`src/rtl/mem_port_arbiter_pkg.sv`:
```
// Shared types and defaults for the RAM port arbiter.
// Also imported by the CPU core and the RAM wrapper.
package mem_port_arbiter_pkg;

  localparam int DEF_AW = 16;
  localparam int DEF_DW = 16;

  localparam int PORT_CPU = 0;
  localparam int PORT_LDR = 1;

  typedef enum logic {
    ARB   = 1'b0,
    LOCK1 = 1'b1
  } arb_state_t;

endpackage

```
`src/rtl/mem_port_arbiter_if.sv`:
```
// Requester-side memory port: request bundle out, grant and read return in.
// Only the loader port drives lock; the CPU port connects through slave_cpu.
interface mem_port_arbiter_if #(
  parameter int AW = 16,
  parameter int DW = 16
);

  logic          req;
  logic          we;
  logic          lock;
  logic [AW-1:0] addr;
  logic [DW-1:0] wdata;
  logic          gnt;
  logic          rvalid;
  logic [DW-1:0] rdata;

  modport master (
    output req, we, lock, addr, wdata,
    input  gnt, rvalid, rdata
  );

  modport slave (
    input  req, we, lock, addr, wdata,
    output gnt, rvalid, rdata
  );

  modport slave_cpu (
    input  req, we, addr, wdata,
    output gnt, rvalid, rdata
  );

endinterface

```
`src/rtl/mem_port_arbiter_arb_grant_logic.sv`:
```
// Combinational grant decision for the two RAM requesters.
// Kept apart from the counters so it can be exercised on its own.
module arb_grant_logic
  import mem_port_arbiter_pkg::*;
#(
  parameter int CW           = 4,
  parameter int STARVE_LIMIT = 4
) (
  input  logic          hold,
  input  logic          req0,
  input  logic          req1,
  input  arb_state_t    state,
  input  logic [CW-1:0] starve_cnt,
  output logic          gnt0,
  output logic          gnt1
);

  logic starved;
  logic in_arb;
  logic lk;
  logic frc;
  logic p0;
  logic p1;

  assign starved = (starve_cnt == CW'(STARVE_LIMIT));
  assign in_arb  = !hold && (state == ARB);
  assign lk      = !hold && (state == LOCK1);
  assign frc     = in_arb && starved && req1;
  assign p0      = in_arb && !frc && req0;
  assign p1      = in_arb && !frc && !req0 && req1;

  // In LOCK1 the loader owns the RAM; the CPU only fills idle cycles.
  always_comb begin
    gnt0 = 1'b0;
    gnt1 = 1'b0;
    unique case (1'b1)
      lk: begin
        gnt1 = req1;
        gnt0 = req0 & ~req1;
      end
      frc, p1: gnt1 = 1'b1;
      p0:      gnt0 = 1'b1;
      default: ;
    endcase
  end

endmodule

```
`src/rtl/mem_port_arbiter.sv`:
```
// Two-port arbiter in front of a single-port, 1-cycle-latency RAM.
// CPU has priority; the loader gets a starvation guard and bounded bursts.
module mem_port_arbiter
  import mem_port_arbiter_pkg::*;
#(
  parameter int AW           = DEF_AW,
  parameter int DW           = DEF_DW,
  parameter int STARVE_LIMIT = 4,
  parameter int MAX_LOCK     = 8,
  parameter int CW           = 4
) (
  input  logic                clk,
  input  logic                reset,
  mem_port_arbiter_if.slave_cpu m0,
  mem_port_arbiter_if.slave   m1,
  output logic                ram_en,
  output logic                ram_we,
  output logic [AW-1:0]       ram_addr,
  output logic [DW-1:0]       ram_wdata,
  input  logic [DW-1:0]       ram_rdata
);

  arb_state_t    state_q;
  arb_state_t    state_n;
  logic [CW-1:0] starve_q;
  logic [CW-1:0] starve_n;
  logic [CW-1:0] lock_q;
  logic [CW-1:0] lock_n;
  logic [CW-1:0] lock_inc;
  logic [1:0]    rd_q;
  logic [1:0]    rd_n;
  logic          gnt0;
  logic          gnt1;

  arb_grant_logic #(
    .CW           (CW),
    .STARVE_LIMIT (STARVE_LIMIT)
  ) u_grant (
    .hold       (reset),
    .req0       (m0.req),
    .req1       (m1.req),
    .state      (state_q),
    .starve_cnt (starve_q),
    .gnt0       (gnt0),
    .gnt1       (gnt1)
  );

  assign lock_inc = lock_q + CW'(1);

  always_ff @(posedge clk or posedge reset) begin
    if (reset) begin
      state_q  <= ARB;
      starve_q <= '0;
      lock_q   <= '0;
      rd_q     <= '0;
    end else begin
      state_q  <= state_n;
      starve_q <= starve_n;
      lock_q   <= lock_n;
      rd_q     <= rd_n;
    end
  end

  always_comb begin
    state_n  = state_q;
    lock_n   = lock_q;
    starve_n = starve_q;
    rd_n     = '0;
    rd_n[PORT_CPU] = gnt0 & ~m0.we;
    rd_n[PORT_LDR] = gnt1 & ~m1.we;
    if (gnt1 || !m1.req) begin
      starve_n = '0;
    end else if (starve_q != CW'(STARVE_LIMIT)) begin
      starve_n = starve_q + CW'(1);
    end
    unique case (state_q)
      ARB: begin
        if (gnt1 && m1.lock) begin
          state_n = LOCK1;
          lock_n  = CW'(1);
        end
      end
      LOCK1: begin
        if (gnt1) begin
          lock_n = lock_inc;
        end
        // Clearing starve_cnt hands the next cycle back to the CPU.
        if (!m1.lock || (gnt1 && lock_inc == CW'(MAX_LOCK))) begin
          state_n  = ARB;
          lock_n   = '0;
          starve_n = '0;
        end
      end
    endcase
  end

  assign ram_en = gnt0 | gnt1;

  always_comb begin
    ram_we    = 1'b0;
    ram_addr  = '0;
    ram_wdata = '0;
    unique case (1'b1)
      gnt1: begin
        ram_we    = m1.we;
        ram_addr  = m1.addr;
        ram_wdata = m1.wdata;
      end
      gnt0: begin
        ram_we    = m0.we;
        ram_addr  = m0.addr;
        ram_wdata = m0.wdata;
      end
      default: ;
    endcase
  end

  assign m0.gnt    = gnt0;
  assign m1.gnt    = gnt1;
  assign m0.rvalid = rd_q[PORT_CPU];
  assign m1.rvalid = rd_q[PORT_LDR];
  assign m0.rdata  = ram_rdata;
  assign m1.rdata  = ram_rdata;

endmodule

```
`src/flat_wrapper.sv`:
```
// flat-port wrapper written by rule: the top's interface ports become plain ports
module mem_port_arbiter_flat import mem_port_arbiter_pkg::*;
#(
  parameter int AW           = DEF_AW,
  parameter int DW           = DEF_DW,
  parameter int STARVE_LIMIT = 4,
  parameter int MAX_LOCK     = 8,
  parameter int CW           = 4
)
  (clk, reset, ram_en, ram_we, ram_addr, ram_wdata, ram_rdata, m0_req, m0_we, m0_addr, m0_wdata, m0_gnt, m0_rvalid, m0_rdata, m1_req, m1_we, m1_lock, m1_addr, m1_wdata, m1_gnt, m1_rvalid, m1_rdata);
  mem_port_arbiter_if #(.AW(AW), .DW(DW)) m0_i ();
  mem_port_arbiter_if #(.AW(AW), .DW(DW)) m1_i ();
  input  logic clk;
  input  logic reset;
  output logic ram_en;
  output logic ram_we;
  output logic [AW-1:0] ram_addr;
  output logic [DW-1:0] ram_wdata;
  input  logic [DW-1:0] ram_rdata;
  input wire logic [$bits(m0_i.req)-1:0] m0_req;
  input wire logic [$bits(m0_i.we)-1:0] m0_we;
  input wire logic [$bits(m0_i.addr)-1:0] m0_addr;
  input wire logic [$bits(m0_i.wdata)-1:0] m0_wdata;
  output wire logic [$bits(m0_i.gnt)-1:0] m0_gnt;
  output wire logic [$bits(m0_i.rvalid)-1:0] m0_rvalid;
  output wire logic [$bits(m0_i.rdata)-1:0] m0_rdata;
  input wire logic [$bits(m1_i.req)-1:0] m1_req;
  input wire logic [$bits(m1_i.we)-1:0] m1_we;
  input wire logic [$bits(m1_i.lock)-1:0] m1_lock;
  input wire logic [$bits(m1_i.addr)-1:0] m1_addr;
  input wire logic [$bits(m1_i.wdata)-1:0] m1_wdata;
  output wire logic [$bits(m1_i.gnt)-1:0] m1_gnt;
  output wire logic [$bits(m1_i.rvalid)-1:0] m1_rvalid;
  output wire logic [$bits(m1_i.rdata)-1:0] m1_rdata;
  assign m0_i.req = m0_req;
  assign m0_i.we = m0_we;
  assign m0_i.addr = m0_addr;
  assign m0_i.wdata = m0_wdata;
  assign m0_gnt = m0_i.gnt;
  assign m0_rvalid = m0_i.rvalid;
  assign m0_rdata = m0_i.rdata;
  assign m1_i.req = m1_req;
  assign m1_i.we = m1_we;
  assign m1_i.lock = m1_lock;
  assign m1_i.addr = m1_addr;
  assign m1_i.wdata = m1_wdata;
  assign m1_gnt = m1_i.gnt;
  assign m1_rvalid = m1_i.rvalid;
  assign m1_rdata = m1_i.rdata;
  mem_port_arbiter #(.AW(AW), .DW(DW), .STARVE_LIMIT(STARVE_LIMIT), .MAX_LOCK(MAX_LOCK), .CW(CW)) u_core (.clk(clk), .reset(reset), .m0(m0_i), .m1(m1_i), .ram_en(ram_en), .ram_we(ram_we), .ram_addr(ram_addr), .ram_wdata(ram_wdata), .ram_rdata(ram_rdata));
endmodule
```
`config.mk`:
```
export PLATFORM = sky130hd
export DESIGN_NAME = mem_port_arbiter_flat
export DESIGN_NICKNAME = d
export VERILOG_FILES = /design/src/rtl/mem_port_arbiter_pkg.sv /design/src/rtl/mem_port_arbiter_if.sv /design/src/rtl/mem_port_arbiter_arb_grant_logic.sv /design/src/rtl/mem_port_arbiter.sv /design/src/flat_wrapper.sv
export SDC_FILE = /design/constraint.sdc
export NUM_CORES = 1
export LEC_CHECK = 0
export CAP_MARGIN = 20
export CORE_UTILIZATION = 26
export CTS_CLUSTER_DIAMETER = 60
export DETAILED_ROUTE_END_ITERATION = 8
export PLACE_DENSITY_LB_ADDON = 0.05
export SETUP_SLACK_MARGIN = 0.15
export SLEW_MARGIN = 5
export SYNTH_ARGS = -nofsm -noshare
export SYNTH_HDL_FRONTEND = slang
export SYNTH_SLANG_ARGS = --single-unit
```
`constraint.sdc`:
```
create_clock -name clk -period 2.9 [get_ports clk]
set_clock_uncertainty 0.15 [all_clocks]
set_input_delay 0.87 -clock clk [delete_from_list [all_inputs] [get_ports clk]]
set_output_delay 0.87 -clock clk [all_outputs]
set_load 0.03 [all_outputs]
```
# Word-level counts from Yosys, hierarchy flattened
# Index checks and enable logic that the tools add are counted.
# W data, S select, Z words.
# word_totals
ramBits	0
register_bits	11
out_inout_bits	70
n_memories	0
in_bits	87
word_cells	54
latch_bits	0
rom_bits	0
# op_classes
bitwise_logic	8
multipliers	0
eq_ne	5
n_lt_le_gt_ge	0
shifts	0
n_addsub	2
n_mux	16
n_reduce_logical	19
div	0
# ops
operator	n
$pmux W16 S2	2
$mux W4	7
$logic_and A1 B1 Y1	10
$add A4 B1 Y4 const B	2
$pmux W1 S2	4
$pmux W4 S2	1
$logic_not A1 Y1	5
$eq A4 B3 Y1 const B	1
$eq A4 B4 Y1 const B	1
$ne A4 B3 Y1 const B	1
$not A1 Y1	4
$and A1 B1 Y1	3
$ne A3 B3 Y1 const B	1
$logic_or A1 B1 Y1	2
$mux W1	2
$ne A2 B1 Y1 const B	1
$reduce_and A2 Y1	1
$reduce_or A2 Y1	1
$or A1 B1 Y1	1

# Longest topological paths before layout
# Gate-level depths: netlist of the first run.
# depth
word_depth	14
ltp_mapped	8
depth_no_buf	6

# Hierarchy
# From an unflattened synthesis of the first run, not the netlist that was laid out.
# unflattened
cells_unflattened	142
hier_area_um2	1197.4
# modules_own_cells
mod	area_per_inst_um2	seq_area_each_um2	cells_each	instances
mem_port_arbiter	1147.4	275.3	136	1
arb_grant_logic	50.0	0.0	6	1

# Worst setup path before layout of the first run
# Ideal clock, no wire load.
# synth_path
path_type	input port to output port
from	in reset
to	out ram_addr[6]
setup_slack_ns	-0.147
arrival_ns	2.027
path_stages	5
n_path_buf	2
required_ns	1.880
cell_sequence	inv_1 and3_1 buf_2 buf_4 a22o_1
# synth_via
word_cells_on_any_way	14
cone_classes	3 x mux; 11 x reduce/logical
# synth_rtl
element	line	text
start, declared	flat_wrapper.sv:14	input logic reset;
$logic_not A1 Y1 (no line) *	-	
$logic_and A1 B1 Y1	mem_port_arbiter_arb_grant_logic.sv:26	assign in_arb = !hold && (state == ARB);
$logic_and A1 B1 Y1 (2 in series)	mem_port_arbiter_arb_grant_logic.sv:28	assign frc = in_arb && starved && req1;
$logic_not A1 Y1	mem_port_arbiter_arb_grant_logic.sv:29	assign p0 = in_arb && !frc && req0;
$logic_and A1 B1 Y1 (2 in series)	mem_port_arbiter_arb_grant_logic.sv:29	
$pmux W1 S2 *	mem_port_arbiter_arb_grant_logic.sv:36	unique case (1'b1)
named net m0_gnt	flat_wrapper.sv:24	output wire logic [$bits(m0_i.gnt)-1:0] m0_gnt;
$pmux W16 S2 *	mem_port_arbiter.sv:103	unique case (1'b1)
end, declared	flat_wrapper.sv:17	output logic [AW-1:0] ram_addr;
# Mark *: on every way through the listed nets, which the timed path passes. The rest lies on a longest branch.

# Final worst setup path of the first run
# layout_path
from	in m0_req
to	out ram_we
# layout_via
elab_chain_cells	6
word_cells_on_any_way	9
cone_classes	3 x mux; 1 x bitwise; 5 x reduce/logical
# layout_rtl
element	line	text
start, declared	flat_wrapper.sv:20	input wire logic [$bits(m0_i.req)-1:0] m0_req;
$logic_not A1 Y1	mem_port_arbiter_arb_grant_logic.sv:30	assign p1 = in_arb && !frc && !req0 && req1;
$logic_and A1 B1 Y1 (2 in series)	mem_port_arbiter_arb_grant_logic.sv:30	
$reduce_or A2 Y1	mem_port_arbiter_arb_grant_logic.sv:36	
$pmux W1 S2	mem_port_arbiter_arb_grant_logic.sv:36	
$pmux W1 S2 *	mem_port_arbiter.sv:103	
end, declared	flat_wrapper.sv:16	output logic ram_we;
# Every way passes the cells marked *; elsewhere a longest branch is shown, timed or not.

==> qor.txt, run 1 <==
Status = finished, violations left
Failing checks = negative setup slack
Io pins = 157
Filler cell count = 342
Antenna Cells = 0
Num CTS Buffers = 3
Chip width = 70.4 µm
Antenna viol nets, final = 0
Sequential cell area fraction in the yosys report = 0.227
Yosys warns = 0
Synthesized area per cell = 8.50 µm²
Worst Path Arrival = 2.00 ns
# port buffers = 108
Share of cells above drive strength 1 = 0.466
FF-to-FF Start = u_core.starve_q[1]
Drt wl/cell = 18.0 µm
Synth Register Bits = 11
Setup TNS = -3.20 ns
Initial antenna violation count = 0
CP Max Fanout = 7
Clk Latency, worst-skew pair = 0.24 ns
Syn Inst Count = 143
Die Ht = 70.4 µm
Vias in the first global route = 1594
Grt total ovfl = 0
Critical Path Source Type = input pin
Post-Syn Area = 0.00121 mm²
Placed cell areas = 0.00235 mm²
Slew Viols, Final = 0
Net count after synthesis = 234
RePlAce Congestion = 0.717
Clock slew at reported path FFs = 0.05 ns
Unrepaired setup endpoints after global routing = true
Root Buffer = clkbuf_8
Max frequency = 332 MHz
Detailed Place HPWL = 3760 µm
Crit path to = ram_we
Crit share post-route = 1.04
Setup crit start = m0_req
Minimum hold slack = 0.424 ns
Pwr/cell area = 281 mW/mm²
MaxCap Viol Count = 0
Register-to-register setup slack = 1.00 ns
Max-slew headroom = 0.674
Final nets = 328
Design area = 0.00279 mm²
Pre-CTS WS = -0.543 ns
Final worst setup slack = -0.116 ns
Clock Sinks = 11
DR vias = 1456
Total GRT Usage = 0.204
Worst hold path type = reg2reg
Vias per inst = 5.06
DRC Markers = 0
FF-to-FF path depth = 7
Site Rows = 24
Min Tclk post-route = 3.02 ns
First-pass GRT wire length = 7870 µm
Worst Setup End Kind = output pin
Crit path kind = in2out
Setup-failing EPs final = 35
Die ar. = 0.00495 mm²
Routed Wire Length = 5170 µm
Worst-margin pin slew = 0.484 ns
Yosys cell types = 29
CTS tree = yes
Fin. Hold Viols = 0
Peak supply drop = 0.000123 V
CTS max path bufs = 2
CORE AREA = 0.00441 mm²
Drt pass-1 iters = 3
Leakage = 0.00129 µW
1st-iter DRT viols = 46
Largest net degree at the start of global routing = 17
Initial Utilization = 0.275
Area growth, synth to finish = 130%
Reg-to-reg endpoint = u_core.lock_q[3]
Critical Path RT = 1.88 ns
Hold Path Depth = 1
Fin util = 0.632
H-tree levels = 1
[how the worst min path moves through the flow]
stage | from | to
4_1_cts | u_core.starve_q[3] | u_core.starve_q[3]
2_1_floorplan | u_core.starve_q[3] | u_core.starve_q[3]
3_5_place_dp | u_core.starve_q[3] | u_core.starve_q[3]
6_report | u_core.lock_q[1] | u_core.lock_q[1]
5_1_grt | u_core.lock_q[1] | u_core.lock_q[1]
3_3_place_gp | u_core.starve_q[3] | u_core.starve_q[3]
[sequential cells by signal, summed over array words and instances (netlist names)]
signal           flops
u_core.state_q       1
u_core.starve_q      4
u_core.rd_q          2
u_core.lock_q        4
[cells in the final DEF (no fill, tap or decap), types with 3 or more instances in the layout]
master,synthesis,final
clkdlybuf4s50_1,0,69
buf_6,1,39
a22o_4,0,33
buf_4,33,12
dfrtp_1,11,11
nand2_1,6,6
o21ai_0,5,5
nor2_1,5,5
inv_2,0,3
nor3_1,3,3
nand3_1,3,3
xnor2_1,3,3
ha_1,4,3
clkbuf_8,0,3
buf_16,0,3
buf_12,0,3
[logic make-up after synthesis]
| kind of cell | synth area share |
|---|---|
| flip-flops | 0.227 |
| XOR/XNOR | 0.0216 |
| multiplexers | 0.0175 |
| AND/OR/NAND/NOR | 0.114 |
| AO/OA/AOI/OAI | 0.317 |
| adder cells (fa/ha/maj) | 0.0412 |
| buffers and inverters | 0.262 |
[cells in the mapped netlist]
cell type,count,area [µm²]
buf_2,5,25.0
o21ai_0,5,25.0
o31a_1,1,8.76
nand2b_1,1,6.26
o21ai_1,2,10.0
a41oi_1,1,8.76
a21oi_1,2,10.0
nor3_1,3,15.0
o21a_1,1,7.51
nor2_1,5,18.8
a32o_1,2,20.0
xnor2_1,3,26.3
buf_4,33,248
nor3b_1,2,15.0
buf_6,1,11.3
or2_1,1,6.26
inv_1,6,22.5
nand2_1,6,22.5
dfrtp_1,11,275
nand3_1,3,15.0
nor2b_1,3,18.8
mux2i_1,1,10.0
a31oi_1,1,6.26
and3b_1,1,8.76
a22o_1,33,289
clkbuf_1,3,11.3
ha_1,4,50.1
mux2_2,1,11.3
and3_1,2,12.5
[critical path, stage by stage]
cell and delay, ns:
buf_6 0.07, inv_2 0.03, o31a_4 0.44, buf_12 0.18, a22o_4 0.26, buf_6 0.14
[timing repair]
item,in CTS,in global routing
gates cloned,3,1
buffers inserted,7,2
hold buffers,0,0
pin swaps,34,4
gates resized for setup,68,5
setup endpoints to repair,36,36
[final cells by class]
type / count / area [µm²] / area share
repair buffers: 131 / 1430 / 0.512
multi-input cells: 84 / 950 / 0.340
flip-flops and latches: 11 / 275 / 0.0987
well taps: 52 / 65.1 / 0.0233
clock buffers: 3 / 41.3 / 0.0148
inverters: 6 / 26.3 / 0.00942
clock inverters: 1 / 5.00 / 0.00179
[report_power, final]
part,internal (µW),switching (µW)
clock,94.4,58.0
combinational,259,193
sequential,165,15.5
[stage by stage]
step / instances / power [µW]
floorplan: 143 / 460
global placement: 271 / 556
detailed placement: 271 / 562
CTS: 285 / 783
global route: 288 / 828
finish: 288 / 785
[per-layer routing]
layer | global-route usage | wire [µm] | vias to the layer above
met1 | 0.209 | 1720 | 684
li1 | - | - | 680
met5 | 0 | 0 | -
met2 | 0.384 | 2930 | 75
met4 | 0.0778 | 102 | 0
met3 | 0.0563 | 420 | 17
(Power assumes the default switching activity.)
==> run 2, diff against run 1 <==
CAP_MARGIN = 25   (was 20)
TNS_END_PERCENT = 30   (was not set)
==> qor.txt, run 2 (same netlist as run 1, synthesis figures left out) <==
Drt wl/cell = 17.7 µm (-1.7%)
Initial Utilization = 0.275 (unchanged)
Vias per inst = 5.05 (about the same)
Final worst setup slack = -0.136 ns (-0.0194 ns)
Critical Path Max Stage Delay = 0.37 ns (-0.07 ns)
DR vias = 1465 (+0.62%)
CTS max path bufs = 2 (unchanged)
Fin. Hold Viols = 0 (unchanged)
Worst hold path type = reg2reg
Cell repeated most along the worst path = buf_6
Pwr/cell area = 282 mW/mm² (+0.16%)
MaxCap Viol Count = 0 (unchanged)
Minimum hold slack = 0.426 ns (+0.00197 ns)
Die Ht = 70.4 µm (unchanged)
Antenna Cells = 0 (unchanged)
CTS tree = yes
Drt pass-1 iters = 3 (unchanged)
1st-iter DRT viols = 43 (-6.5%)
RePlAce Congestion = 0.728 (+1.5%)
Max frequency = 329 MHz (-0.64%)
Leakage = 0.00129 µW (+0.27%)
Crit share post-route = 1.05 (+0.00668)
Antenna viol nets, final = 0 (unchanged)
CORE AREA = 0.00441 mm² (unchanged)
Num CTS Buffers = 3 (unchanged)
Status = finished, violations left
Peak supply drop = 0.000135 V (+10%)
Routed Wire Length = 5120 µm (-1.0%)
Seq pwr share = 0.225 (-0.005)
Die ar. = 0.00495 mm² (unchanged)
Net switching power = 265 µW (-0.41%)
Cell chain of the critical path = buf_6 -> inv_2 -> o31a_4 -> bufbuf_16 -> a22o_4 -> buf_6
Combinational share of power = 0.577 (about the same)
Setup crit start = m0_req
Detailed Place HPWL = 3830 µm (+1.8%)
Worst Setup End Kind = output pin
Slowest stage cell, crit path = o31a_4
Post-CTS Hold Buffers = 0 (unchanged)
# port buffers = 108 (unchanged)
Grt total ovfl = 0 (unchanged)
CP Max Fanout = 5 (-2)
Unrepaired setup endpoints after global routing = true
Largest net degree at the start of global routing = 17 (unchanged)
Clk Latency, worst-skew pair = 0.24 ns (about the same)
Worst-margin pin slew = 0.446 ns (-0.0384 ns)
Crit path kind = in2out
Pre-CTS WS = -0.537 ns (+0.00574 ns)
Clock power frac = 0.198 (+0.004)
Area growth, synth to finish = 132%
Chip width = 70.4 µm (unchanged)
Clock Sinks = 11 (unchanged)
Slew Viols, Final = 0 (unchanged)
Site Rows = 24 (unchanged)
Critical Path RT = 1.88 ns (about the same)
FF-to-FF Start = u_core.starve_q[0]
Max-slew headroom = 0.700 (+0.0259)
Worst Path Arrival = 2.02 ns (+0.02 ns)
HP Start = u_core.lock_q[1]
Internal Power = 531 µW (+2.3%)
Final nets = 330 (+0.61%)
Critical Path Source Type = input pin
Initial antenna violation count = 0 (unchanged)
Total GRT Usage = 0.201 (-0.00242)
Clock slew at reported path FFs = 0.05 ns (about the same)
Root Buffer = clkbuf_8
Net Sw Frac = 0.333 (-0.00595)
Min Tclk post-route = 3.04 ns (+0.0194 ns)
First-pass GRT wire length = 7720 µm (-1.9%)
Vias in the first global route = 1636 (+2.6%)
Failing checks = negative setup slack
Largest registers = u_core.lock_q (4), u_core.starve_q (4), u_core.rd_q (2)
Setup TNS = -4.15 ns (-0.952 ns)
Io pins = 157 (unchanged)
DRC Markers = 0 (unchanged)
Commonest non-fill, non-tap cell in the layout = clkdlybuf4s50_1
H-tree levels = 1 (unchanged)
Share of cells above drive strength 1 = 0.441 (-0.0249)
Commonest cells after routing, fill and taps aside = clkdlybuf4s50_1 (69), buf_6 (38), a22o_4 (28)
Setup-failing EPs final = 34 (-2.9%)
-- run 2: worst paths after layout --
kind,to,slack (ns),cells after the start
max reg2reg,u_core.lock_q[3],0.70,10
min reg2reg,u_core.lock_q[1],0.43,1
min in group asynchronous,u_core.starve_q[3],0.55,3
min,u_core.lock_q[1],0.43,1
max in group asynchronous,u_core.lock_q[3],1.89,3
max,ram_wdata[7],-0.14,6
-- run 2: final cells by class --
type / instances / area [µm²]
well taps: 52 / 65.1
clock buffers: 4 / 45.0
inverters: 6 / 26.3
flip-flops and latches: 11 / 275
multi-input cells: 84 / 906
repair buffers: 133 / 1510
fillers: 369 / 1590
-- run 2: layer usage --
layer / share of wire / routed length [µm] / vias up / global-route usage
met5: 0 / 0 / - / 0
met4: 0.021 / 108 / 0 / 0.0889
met3: 0.084 / 428 / 14 / 0.0577
met2: 0.55 / 2820 / 76 / 0.372
met1: 0.34 / 1760 / 693 / 0.207
li1: - / - / 682 / -
-- run 2: repair_timing --
action | CTS | global route
buffers inserted | 9 | 3
setup endpoints to repair | 36 | 36
pin swaps | 28 | 3
gates resized for setup | 59 | 7
cloned | 4 | 2
-- run 2: power by group through the flow --
stage / clock network (µW) / logic [µW] / registers [µW]
6_report: 158 / 459 / 179
5_1_grt: 166 / 484 / 181
4_1_cts: 160 / 445 / 179
3_5_place_dp: 0 / 377 / 182
3_3_place_gp: 0 / 372 / 181
2_1_floorplan: 0 / 279 / 180
-- run 2: through the flow --
| step | instances | instance area (µm²) | power [µW] | utilization |
|---|---|---|---|---|
| after floorplan | 143 | 1510 | 459 | - |
| after global placement | 268 | 2330 | 553 | 0.529 |
| after detailed placement | 268 | 2330 | 559 | 0.529 |
| after CTS | 285 | 2750 | 784 | 0.622 |
| after global routing | 290 | 2820 | 831 | 0.640 |
| final | 290 | 2820 | 796 | 0.640 |
-- run 2: worst max-delay path, delay by kind of cell --
family / cells / cell delay, ns
AO/OA/AOI/OAI: 2 / 0.62
buffers and inverters: 4 / 0.51
